## config.mk

```make
export PLATFORM = sky130hd
export DESIGN_NAME = apb_fifo_bridge_flat
export DESIGN_NICKNAME = d
export VERILOG_FILES = /design/src/rtl/apb_fifo_pkg.sv /design/src/rtl/apb_fifo_bridge_if.sv /design/src/rtl/apb_fifo_regmirror.sv /design/src/rtl/apb_fifo_bridge.sv /design/src/flat_wrapper.sv
export SDC_FILE = /design/constraint.sdc
export NUM_CORES = 1
export LEC_CHECK = 0
export BUFFER_PORTS_ARGS = -buffer_cell sky130_fd_sc_hd__buf_4
export CAP_MARGIN = 30
export CELL_PAD_IN_SITES_DETAIL_PLACEMENT = 0
export CELL_PAD_IN_SITES_GLOBAL_PLACEMENT = 2
export CORE_ASPECT_RATIO = 0.75
export CORE_MARGIN = 2
export CORE_UTILIZATION = 38
export CTS_BUF_LIST = sky130_fd_sc_hd__clkbuf_8
export DETAILED_ROUTE_END_ITERATION = 6
export PLACE_DENSITY_LB_ADDON = 0.1
export SLEW_MARGIN = 20
export SYNTH_ARGS = -nofsm -noshare
export SYNTH_HDL_FRONTEND = slang
export SYNTH_SLANG_ARGS = --single-unit
export TNS_END_PERCENT = 5
```

## constraint.sdc

```tcl
create_clock -name pclk -period 3.2 [get_ports pclk]
set_input_delay 0.96 -clock pclk [delete_from_list [all_inputs] [get_ports pclk]]
set_output_delay 0.96 -clock pclk [all_outputs]
set_load 0.01 [all_outputs]
```

## src/rtl/apb_fifo_pkg.sv

```systemverilog
// Shared definitions for the APB-to-FIFO bridge: register tags/offsets,
// STATUS bit positions and the APB transfer state encoding.
package apb_fifo_pkg;

    localparam int unsigned TAG_CONFIG  = 0;
    localparam int unsigned TAG_DATA    = 1;
    localparam int unsigned TAG_STATUS  = 2;
    localparam int unsigned TAG_CHANNEL = 3;

    localparam int unsigned OFF_CONFIG  = 0;
    localparam int unsigned OFF_DATA    = 1;
    localparam int unsigned OFF_STATUS  = 2;
    localparam int unsigned OFF_CHANNEL = 3;

    localparam int unsigned STAT_CBF = 8;
    localparam int unsigned STAT_CBE = 9;
    localparam int unsigned STAT_RDV = 10;
    localparam int unsigned STAT_OVR = 11;
    localparam int unsigned STAT_W   = 12;

    typedef enum logic [1:0] {
        ST_IDLE = 2'd0,
        ST_WAIT = 2'd1,
        ST_RESP = 2'd2
    } apb_state_t;

endpackage

```

## src/rtl/apb_fifo_bridge_if.sv

```systemverilog
// APB3 bus bundle between the register-bus master and the FIFO bridge slave.
interface apb_fifo_bridge_if #(
    parameter int ADDR_W = 16,
    parameter int DATA_W = 32
);
    logic [ADDR_W-1:0] paddr;
    logic              psel;
    logic              penable;
    logic              pwrite;
    logic [DATA_W-1:0] pwdata;
    logic              pready;
    logic [DATA_W-1:0] prdata;
    logic              pslverr;

    modport master (output paddr, psel, penable, pwrite, pwdata,
                    input  pready, prdata, pslverr);
    modport slave  (input  paddr, psel, penable, pwrite, pwdata,
                    output pready, prdata, pslverr);
endinterface

```

## src/rtl/apb_fifo_regmirror.sv

```systemverilog
// Pops rx FIFO entries (at most one per two cycles) into mirrored registers
// and tracks the DATA-valid / overrun flags.
module apb_fifo_regmirror
    import apb_fifo_pkg::*;
#(
    parameter int DATA_W = 32,
    parameter int TAG_W  = 2,
    parameter int CFG_W  = 16,
    parameter int CH_W   = 2
) (
    input  logic                    pclk,
    input  logic                    preset_n,
    input  logic                    fifo_read_empty,
    input  logic [TAG_W+DATA_W-1:0] fifo_read_data,
    input  logic                    fifo_write_full,
    input  logic                    fifo_write_empty,
    input  logic                    clr_rdv,
    input  logic                    clr_ovr,
    output logic                    fifo_read_inc,
    output logic [CFG_W-1:0]        cfg_q,
    output logic [DATA_W-1:0]       data_q,
    output logic [STAT_W-1:0]       status_q,
    output logic [CH_W-1:0]         chan_q
);
    logic              pop;
    logic              pop_data;
    logic [TAG_W-1:0]  rx_tag;
    logic [DATA_W-1:0] rx_pay;
    logic [7:0]        core_q;
    logic              cbf_q, cbe_q, rdv_q, ovr_q;

    assign rx_tag   = fifo_read_data[TAG_W+DATA_W-1 -: TAG_W];
    assign rx_pay   = fifo_read_data[DATA_W-1:0];
    assign pop      = !fifo_read_empty && !fifo_read_inc;
    assign pop_data = pop && (rx_tag == TAG_W'(TAG_DATA));

    always_ff @(posedge pclk or negedge preset_n) begin
        if (!preset_n) begin
            fifo_read_inc <= 1'b0;
            cfg_q         <= '0;
            data_q        <= '0;
            core_q        <= '0;
            chan_q        <= '0;
            cbf_q         <= 1'b0;
            cbe_q         <= 1'b0;
            rdv_q         <= 1'b0;
            ovr_q         <= 1'b0;
        end else begin
            fifo_read_inc <= pop;
            cbf_q         <= fifo_write_full;
            cbe_q         <= fifo_write_empty;
            if (pop) begin
                case (rx_tag)
                    TAG_W'(TAG_CONFIG):  cfg_q  <= rx_pay[CFG_W-1:0];
                    TAG_W'(TAG_DATA):    data_q <= rx_pay;
                    TAG_W'(TAG_STATUS):  core_q <= rx_pay[7:0];
                    TAG_W'(TAG_CHANNEL): chan_q <= rx_pay[CH_W-1:0];
                    default: ;
                endcase
            end
            // A pop landing on the same edge as an APB read-clear wins.
            if (pop_data)     rdv_q <= 1'b1;
            else if (clr_rdv) rdv_q <= 1'b0;
            if (pop_data && rdv_q) ovr_q <= 1'b1;
            else if (clr_ovr)      ovr_q <= 1'b0;
        end
    end

    always_comb begin
        status_q           = '0;
        status_q[7:0]      = core_q;
        status_q[STAT_CBF] = cbf_q;
        status_q[STAT_CBE] = cbe_q;
        status_q[STAT_RDV] = rdv_q;
        status_q[STAT_OVR] = ovr_q;
    end
endmodule

```

## src/rtl/apb_fifo_bridge.sv

```systemverilog
// APB3 slave turning register writes into tagged tx FIFO entries and serving
// reads from registers mirrored off the rx FIFO.
module apb_fifo_bridge
    import apb_fifo_pkg::*;
#(
    parameter int ADDR_W    = 16,
    parameter int DATA_W    = 32,
    parameter int TAG_W     = 2,
    parameter int BASE_ADDR = 1,
    parameter int CFG_W     = 16,
    parameter int CH_W      = 2,
    parameter int TIMEOUT   = 16
) (
    input  logic                    pclk,
    input  logic                    preset_n,
    apb_fifo_bridge_if.slave        apb,
    input  logic                    fifo_write_full,
    input  logic                    fifo_write_empty,
    output logic [TAG_W+DATA_W-1:0] fifo_write_data,
    output logic                    fifo_write_inc,
    input  logic                    fifo_read_empty,
    input  logic [TAG_W+DATA_W-1:0] fifo_read_data,
    output logic                    fifo_read_inc,
    output logic                    irq
);
    localparam int CNT_W = (TIMEOUT > 1) ? $clog2(TIMEOUT) : 1;

    apb_state_t              state, state_n;
    logic [CNT_W-1:0]        cnt, cnt_n;
    logic                    pready_n, pslverr_n, inc_n;
    logic [DATA_W-1:0]       prdata_n, rd_val;
    logic [TAG_W+DATA_W-1:0] wdata_n, push_word;
    logic                    access, in_range, bad;
    logic [ADDR_W-1:0]       off;
    logic                    clr_rdv, clr_ovr;
    logic [CFG_W-1:0]        cfg_q;
    logic [DATA_W-1:0]       data_q;
    logic [STAT_W-1:0]       status_q;
    logic [CH_W-1:0]         chan_q;

    apb_fifo_regmirror #(
        .DATA_W(DATA_W), .TAG_W(TAG_W), .CFG_W(CFG_W), .CH_W(CH_W)
    ) u_mirror (
        .pclk            (pclk),
        .preset_n        (preset_n),
        .fifo_read_empty (fifo_read_empty),
        .fifo_read_data  (fifo_read_data),
        .fifo_write_full (fifo_write_full),
        .fifo_write_empty(fifo_write_empty),
        .clr_rdv         (clr_rdv),
        .clr_ovr         (clr_ovr),
        .fifo_read_inc   (fifo_read_inc),
        .cfg_q           (cfg_q),
        .data_q          (data_q),
        .status_q        (status_q),
        .chan_q          (chan_q)
    );

    assign access    = apb.psel && apb.penable;
    assign off       = apb.paddr - ADDR_W'(BASE_ADDR);
    assign in_range  = (apb.paddr >= ADDR_W'(BASE_ADDR)) && (off < ADDR_W'(4));
    assign bad       = !in_range || (apb.pwrite && off == ADDR_W'(OFF_STATUS));
    assign push_word = {off[TAG_W-1:0], apb.pwdata};
    assign irq       = status_q[STAT_RDV] && cfg_q[15];

    always_comb begin
        case (off[1:0])
            2'(OFF_CONFIG): rd_val = DATA_W'(cfg_q);
            2'(OFF_DATA):   rd_val = data_q;
            2'(OFF_STATUS): rd_val = DATA_W'(status_q);
            default:        rd_val = DATA_W'(chan_q);
        endcase
    end

    always_comb begin
        state_n   = state;
        cnt_n     = cnt;
        pready_n  = 1'b0;
        pslverr_n = 1'b0;
        prdata_n  = '0;
        inc_n     = 1'b0;
        wdata_n   = '0;
        clr_rdv   = 1'b0;
        clr_ovr   = 1'b0;
        case (state)
            ST_IDLE: if (access) begin
                if (bad) begin
                    state_n   = ST_RESP;
                    pready_n  = 1'b1;
                    pslverr_n = 1'b1;
                end else if (!apb.pwrite) begin
                    state_n  = ST_RESP;
                    pready_n = 1'b1;
                    prdata_n = rd_val;
                    clr_rdv  = (off == ADDR_W'(OFF_DATA));
                    clr_ovr  = (off == ADDR_W'(OFF_STATUS));
                end else if (!fifo_write_full) begin
                    state_n  = ST_RESP;
                    pready_n = 1'b1;
                    inc_n    = 1'b1;
                    wdata_n  = push_word;
                end else begin
                    state_n = ST_WAIT;
                    cnt_n   = '0;
                end
            end
            ST_WAIT: begin
                if (!fifo_write_full) begin
                    state_n  = ST_RESP;
                    pready_n = 1'b1;
                    inc_n    = 1'b1;
                    wdata_n  = push_word;
                end else if (cnt == CNT_W'(TIMEOUT - 1)) begin
                    state_n   = ST_RESP;
                    pready_n  = 1'b1;
                    pslverr_n = 1'b1;
                end else begin
                    cnt_n = cnt + 1'b1;
                end
            end
            default: state_n = ST_IDLE;
        endcase
    end

    always_ff @(posedge pclk or negedge preset_n) begin
        if (!preset_n) begin
            state           <= ST_IDLE;
            cnt             <= '0;
            apb.pready      <= 1'b0;
            apb.pslverr     <= 1'b0;
            apb.prdata      <= '0;
            fifo_write_inc  <= 1'b0;
            fifo_write_data <= '0;
        end else begin
            state           <= state_n;
            cnt             <= cnt_n;
            apb.pready      <= pready_n;
            apb.pslverr     <= pslverr_n;
            apb.prdata      <= prdata_n;
            fifo_write_inc  <= inc_n;
            fifo_write_data <= wdata_n;
        end
    end
endmodule
```

## src/flat_wrapper.sv

```systemverilog
// flat-port wrapper written by rule: the top's interface ports become plain ports
module apb_fifo_bridge_flat import apb_fifo_pkg::*;
#(
    parameter int ADDR_W    = 16,
    parameter int DATA_W    = 32,
    parameter int TAG_W     = 2,
    parameter int BASE_ADDR = 1,
    parameter int CFG_W     = 16,
    parameter int CH_W      = 2,
    parameter int TIMEOUT   = 16
)
  (pclk, preset_n, fifo_write_full, fifo_write_empty, fifo_write_data, fifo_write_inc, fifo_read_empty, fifo_read_data, fifo_read_inc, irq, apb_paddr, apb_psel, apb_penable, apb_pwrite, apb_pwdata, apb_pready, apb_prdata, apb_pslverr);
  apb_fifo_bridge_if #(.ADDR_W(ADDR_W), .DATA_W(DATA_W)) apb_i ();
  input  logic pclk;
  input  logic preset_n;
  input  logic fifo_write_full;
  input  logic fifo_write_empty;
  output logic [TAG_W+DATA_W-1:0] fifo_write_data;
  output logic fifo_write_inc;
  input  logic fifo_read_empty;
  input  logic [TAG_W+DATA_W-1:0] fifo_read_data;
  output logic fifo_read_inc;
  output logic irq;
  input wire logic [$bits(apb_i.paddr)-1:0] apb_paddr;
  input wire logic [$bits(apb_i.psel)-1:0] apb_psel;
  input wire logic [$bits(apb_i.penable)-1:0] apb_penable;
  input wire logic [$bits(apb_i.pwrite)-1:0] apb_pwrite;
  input wire logic [$bits(apb_i.pwdata)-1:0] apb_pwdata;
  output wire logic [$bits(apb_i.pready)-1:0] apb_pready;
  output wire logic [$bits(apb_i.prdata)-1:0] apb_prdata;
  output wire logic [$bits(apb_i.pslverr)-1:0] apb_pslverr;
  assign apb_i.paddr = apb_paddr;
  assign apb_i.psel = apb_psel;
  assign apb_i.penable = apb_penable;
  assign apb_i.pwrite = apb_pwrite;
  assign apb_i.pwdata = apb_pwdata;
  assign apb_pready = apb_i.pready;
  assign apb_prdata = apb_i.prdata;
  assign apb_pslverr = apb_i.pslverr;
  apb_fifo_bridge #(.ADDR_W(ADDR_W), .DATA_W(DATA_W), .TAG_W(TAG_W), .BASE_ADDR(BASE_ADDR), .CFG_W(CFG_W), .CH_W(CH_W), .TIMEOUT(TIMEOUT)) u_core (.pclk(pclk), .preset_n(preset_n), .apb(apb_i), .fifo_write_full(fifo_write_full), .fifo_write_empty(fifo_write_empty), .fifo_write_data(fifo_write_data), .fifo_write_inc(fifo_write_inc), .fifo_read_empty(fifo_read_empty), .fifo_read_data(fifo_read_data), .fifo_read_inc(fifo_read_inc), .irq(irq));
endmodule
```

# --- Word level (Yosys, flattened, before mapping) ---
# Cells that the tools add are included.
classes:
  n_addsub: 2
  magnitude_cmp: 2
  eq_ne: 16
  n_mux: 51
  reduce_logical: 23
op_table:
  columns: ["operator", "count"]
  rows:
  - ["34-bit 2-to-1 mux", 4]
  - ["32-bit 2-to-1 mux", 4]
  - ["32-bit case mux with 3 select lines", 1]
  - ["34-bit case mux with 2 select lines", 1]
  - ["1-bit 2-to-1 mux", 24]
  - ["4-bit 2-to-1 mux", 6]
  - ["16-bit by 1-bit equality test with 1-bit output (second input constant)", 1]
  - ["16-bit by 2-bit equality test with 1-bit output (second input constant)", 1]
  - ["16-bit by 1-bit >= comparator with 1-bit output (second input constant)", 1]
  - ["16-bit by 3-bit < comparator with 1-bit output (second input constant)", 1]
  - ["16-bit by 1-bit subtractor with 16-bit output (second input constant)", 1]
  - ["2-bit 2-to-1 mux", 6]
  - ["2-bit inequality test (second input constant)", 5]
  - ["2-bit AND reduction", 5]
  - ["4-bit case mux with 2 select lines", 1]
  - ["1-bit logical AND", 7]
  - ["7-bit AND reduction", 1]
  - ["2-bit by 1-bit equality test with 1-bit output (second input constant)", 3]
  - ["2-bit equality test (second input constant)", 3]
  - ["2-bit logical NOT", 3]
  - ["1-bit case mux with 2 select lines", 3]
  - ["2-bit nonzero test", 3]
  - ["4-bit by 1-bit adder with 4-bit output (second input constant)", 1]
  - ["4-bit equality test (second input constant)", 1]
  - ["5 further kinds", 7]
word_totals:
  regBits: 138
  inputBits: 90
  output_inout_bits: 71

# --- Longest topological paths before layout ---
depth:
  word_depth: 10
  mapped_depth: 10

# --- By module ---
# From an unflattened synthesis, not the netlist that was laid out.
unflattened:
  cells_unflattened: 400
  hier_area_um2: 5629.1
modules_own_cells:
  columns: ["mod", "n_inst", "cells_per_inst", "area_per_inst_um2", "seq_area_each_um2"]
  rows:
  - ["apb_fifo_bridge", 1, 262, 3215.6, 1876.8]
  - ["apb_fifo_regmirror", 1, 138, 2413.6, 1576.5]

# --- Worst setup path after synthesis ---
# Ideal clock, no wire load.
synth_path:
  kind: "input -> register"
  start: "input apb_paddr[0]"
  end: "register u_core.u_mirror.ovr_q"
  t_arrival_ns: 2.913
  path_slack_ns: 0.161
  path_stages: 9
  n_path_buf: 2
  path_cell_list: "inv_1 -> ha_1 -> nor3b_1 -> o2111ai_1 -> or4b_1 -> buf_2 -> or3_1 -> buf_2 -> a221o_1"
synth_via:
  elab_chain_len: 9
  elab_cells_between_ends: 13
synth_lines:
  columns: ["element", "line_no", "rtl"]
  rows:
  - ["start: declaration", "flat_wrapper.sv:24", "input wire logic [$bits(apb_i.paddr)-1:0] apb_paddr;"]
  - ["16-bit by 1-bit subtractor with 16-bit output", "apb_fifo_bridge.sv:60", "assign off = apb.paddr - ADDR_W'(BASE_ADDR);"]
  - ["16-bit by 3-bit < comparator with 1-bit output", "apb_fifo_bridge.sv:61", "assign in_range = (apb.paddr >= ADDR_W'(BASE_ADDR)) && (off < ADDR_W'(4));"]
  - ["1-bit logical AND", "apb_fifo_bridge.sv:61", null]
  - ["1-bit logical NOT", "apb_fifo_bridge.sv:62", "assign bad = !in_range || (apb.pwrite && off == ADDR_W'(OFF_STATUS));"]
  - ["1-bit logical OR", "apb_fifo_bridge.sv:62", null]
  - ["1-bit 2-to-1 mux (*)", "apb_fifo_bridge.sv:87", "if (bad) begin"]
  - ["1-bit 2-to-1 mux (*)", "apb_fifo_bridge.sv:86", "ST_IDLE: if (access) begin"]
  - ["1-bit 2-to-1 mux (*)", "apb_fifo_bridge.sv:85", "case (state)"]
  - ["2-bit nonzero test (no line) (*)", null, null]
  - ["end signal: assignment", "apb_fifo_regmirror.sv:47", "ovr_q <= 1'b0;"]
  - ["end signal: assignment", "apb_fifo_regmirror.sv:64", "if (pop_data && rdv_q) ovr_q <= 1'b1;"]
  - ["end signal: assignment", "apb_fifo_regmirror.sv:65", "else if (clr_ovr) ovr_q <= 1'b0;"]
  - ["end: declaration", "apb_fifo_regmirror.sv:30", "logic cbf_q, cbe_q, rdv_q, ovr_q;"]
# Every way passes the cells marked *; elsewhere a longest branch is shown, timed or not.
# A chain may end at the register's enable or synchronous reset.

# --- Final worst setup path ---
layout_path:
  start: "input apb_paddr[0]"
  end: "register u_core.fifo_write_data[4]"
layout_via:
  elab_chain_len: 8
  elab_cells_between_ends: 11
layout_lines:
  columns: ["element", "line_no", "rtl"]
  rows:
  - ["16-bit by 1-bit subtractor with 16-bit output", "apb_fifo_bridge.sv:60", null]
  - ["16-bit by 3-bit < comparator with 1-bit output", "apb_fifo_bridge.sv:61", null]
  - ["1-bit logical AND", "apb_fifo_bridge.sv:61", null]
  - ["1-bit logical NOT", "apb_fifo_bridge.sv:62", null]
  - ["1-bit logical OR (*)", "apb_fifo_bridge.sv:62", null]
  - ["34-bit 2-to-1 mux (*)", "apb_fifo_bridge.sv:87", null]
  - ["34-bit 2-to-1 mux (*)", "apb_fifo_bridge.sv:86", null]
  - ["34-bit case mux with 2 select lines (*)", "apb_fifo_bridge.sv:85", null]
  - ["named net u_core.wdata_n[4]", "apb_fifo_bridge.sv:32", "logic [TAG_W+DATA_W-1:0] wdata_n, push_word;"]
  - ["end signal: assignment", "apb_fifo_bridge.sv:141", "fifo_write_data <= wdata_n;"]
  - ["end: declaration", "apb_fifo_bridge.sv:19", "output logic [TAG_W+DATA_W-1:0] fifo_write_data,"]
# The timed path passes the listed nets; every way through them passes the cells marked *.

==> reports/qor.yml <==
timing:
  min_period_ns: 2.69
  report.final.slew_viol_count: 0
  timing.fmax_ghz: 0.371
  setup_violations: 0
  clock_skew_ns: 0.00959
  rsz0062_at_grt: "no"
  slew_headroom_pct: 46.8
  worst_slew_pin_slew_ns: 0.798
  hold_viol: 0
  fin_tns_setup_ns: 0
  final.period_utilization_pct: 84.1
critical_path:
  slowest_stage: "or4b_1"
  endpoint_kind: "register"
  reg2reg_from: "u_core.state[0]"
  cp_max_fo: 35
  crit_path_start: "apb_paddr[0]"
  critPathBufInv: 3
  crit_top_cell: "nor3b_1"
  crit_chain: "buf_4 -> inv_1 -> ha_1 -> nor3b_1 -> o2111ai_1 -> or4b_1 -> o41a_1 -> buf_12 -> nor3b_1"
  crit_type: "primary input to register"
  critical_path.top_delay_family: "simple AND/OR/NAND/NOR gates"
  critPathRequiredTime_ns: 3.53
  start_kind: "primary input"
  cpPeakStageDelay_ns: 0.57
  cp.arrival_ns: 3.03
floorplanning:
  io_pins: 161
  num_rows: 37
  die_area_mm2: 0.0151
  dieHeight_um: 107
  core_mm2: 0.0137
  initial_core_util_pct: 38.9
  die_w_um: 141
clock_tree:
  cts_hold_buf: 0
  cts_inserted_buffers: 17
  clockRootBuffer: "clkbuf_8"
  clk_latency_ns: 0.42
  cts_tree: "yes"
  clockBufferDepth: 2
  htreeDepth: 4
  ctsResizeCount: 0
  cts_sinks: 138
  clkTransAtPathRegs_ns: 0.08
  postCtsSetupRepairBufs: 0
logic_synthesis:
  synth_top_area_share_pct: 64.5
  synthSimpleGateAreaFrac_pct: 13.0
  synth_top_family_by_area: "simple AND/OR/NAND/NOR gates"
  synth_area_leader_cell: "dfrtp_1"
  ys_ff_latch: 138
  netlist_instances: 380
  synth_compound_area_share_pct: 5.87
  synthTopCellsByArea: "dfrtp_1 65%, mux2_2 12%, nor3b_1 3.1%"
  synthMuxAreaShare_pct: 12.2
  synth_edf_count: 0
  syn_area_mm2: 0.00535
  async_reset_ff_share_pct: 100
  synth_ff_type: "dfrtp_1"
  syn-num-nets: 476
  ys_types: 41
  synth-xor-area-share_pct: 0
  synth_fa_ha_area_share_pct: 1.40
  ys_seq_area_share_pct: 64.5
  ys_warn_count: 0
  syn_area_per_cell_um2: 14.1
placement:
  detailed_place_hpwl_um: 8350
  io_buffers: 160
  place_inst: 709
  routabilityCongestion: 0.730
  place_area_mm2: 0.00684
routing:
  drc: 0
  ant_nets: 0
  totalWireLength_um: 12400
  drt-wirelength-per-cell_um: 16.8
  drtPass1Iterations: 7
  first_iter_violations: 189
  vias: 3723
  vias_per_cell: 5.02
finish:
  multiInputGateArea_mm2: 0.00175
  area_growth_pct: 35.1
  fin_cells: 741
  diodes: 0
  regArea_mm2: 0.00345
  layout.nets: 649
  drive_gt1_share_pct: 49.5
  n_fill_cell: 1220
  finalInstanceArea_mm2: 0.00723
flow_run:
  cap_viol_max_count: 0
min_path:
  hold_start: "u_core.u_mirror.data_q[16]"
  min_path_type: "register to register"
grt:
  grt_pass1_vias: 3884
  antenna_found_initial: 0
  track_usage_pct: 17.2
  grt_pass1_wl_um: 20000
  grt_max_degree: 57
  gr-total-overflow: 0
pwr:
  p_leak_nw: 3.44
  p_total_mw: 3.84
  ir_worst_vdd_mv: 0.233
  power_density_mw_per_mm2: 531
status:
  status: "finished clean"
report_power, final:
part           internal (mW)  leakage (nW)  total [mW]  switching [mW]
registers               1.91          1.77        2.00          0.0818
logic                  0.255          1.46       0.425           0.170
clock network          0.758         0.207        1.41           0.657
total                   2.93          3.44        3.84           0.909
final timing paths:
| kind | slack, ns | end | cells after the start |
|---|---|---|---|
| min | 0.47 | u_core.apb.prdata[16] | 1 |
| min reg2reg | 0.47 | u_core.apb.prdata[16] | 1 |
| min in group asynchronous | 0.48 | u_core.u_mirror.cfg_q[14] | 1 |
| max | 0.51 | u_core.fifo_write_data[4] | 9 |
| max reg2reg | 1.45 | u_core.fifo_write_data[4] | 5 |
| max in group asynchronous | 1.92 | u_core.u_mirror.data_q[9] | 2 |
cell type report:
cell class	instances	area share, %
clock buffer	17	3.24
clock inverter	15	2.21
inverter	10	0.519
multi-input combinational	208	24.2
sequential	138	47.8
tap	175	3.03
timing repair buffer	178	19.0
registers in the layout (all words and copies together) (netlist names), 2 cells and up:
signal	cells
u_core.u_mirror.data_q	32
u_core.cnt	4
u_core.u_mirror.cfg_q	16
u_core.state	2
u_core.apb.prdata	32
u_core.u_mirror.chan_q	2
u_core.u_mirror.core_q	8
u_core.fifo_write_data	34
metal layers:
metal / share of wire [%] / track usage, % / vias to the layer above
met5: 0 / 0 / -
li1: - / - / 1710
met1: 46 / 24.0 / 1859
met2: 44 / 24.9 / 146
met4: 0.57 / 3.86 / 0
met3: 9.1 / 7.77 / 8
metrics by stage:
step           utilization [%]  worst slack [ns]  hold WS (ns)
6_report                  52.6             0.507         0.475
5_1_grt                   52.6             0.356         0.480
4_1_cts                   52.6             0.521         0.475
3_5_place_dp              49.7            0.0518         0.463
3_3_place_gp              49.7             0.111         0.458
2_1_floorplan                -             0.161         0.449
cells by family after synthesis:
group / count (synthesis)
flip-flops: 138
adder cells (fa/ha/maj): 6
AND/OR/NAND/NOR: 104
AO/OA/AOI/OAI: 40
buffers and inverters: 34
multiplexers: 58
cell usage in the layout (no fill, tap or decap), types with 2 or more instances in the layout:
master	count
a31oi_1	3
o221ai_1	2
nand2_1	4
nor4_2	3
nand2b_1	2
dfrtp_1	138
bufinv_16	3
o22ai_1	2
a22oi_1	4
mux2_2	57
inv_1	12
nor2_1	10
clkinvlp_4	2
clkbuf_8	17
buf_4	174
buf_12	3
ha_1	6
clkinv_4	2
nand3_1	4
nor3_1	23
nor3b_1	22
o21ai_0	6
a21oi_1	3
and2_1	16
nor2b_1	2
nor3b_2	11
clkinv_2	6
a222oi_1	12
or3_1	2
synth_stat cells (4+ instances only):
library cell and count:
clkbuf_1 16, nor2_1 11, mux2_2 57, inv_1 10, nand3_1 4, dfrtp_1 138
ha_1 6, nor3_1 23, a22oi_1 4, buf_6 4, nor3b_1 22, o21ai_0 6
nor3b_2 11, and2_1 16, nand2_1 4, a222oi_1 12
No activity file was read; power rests on OpenSTA's default activity.
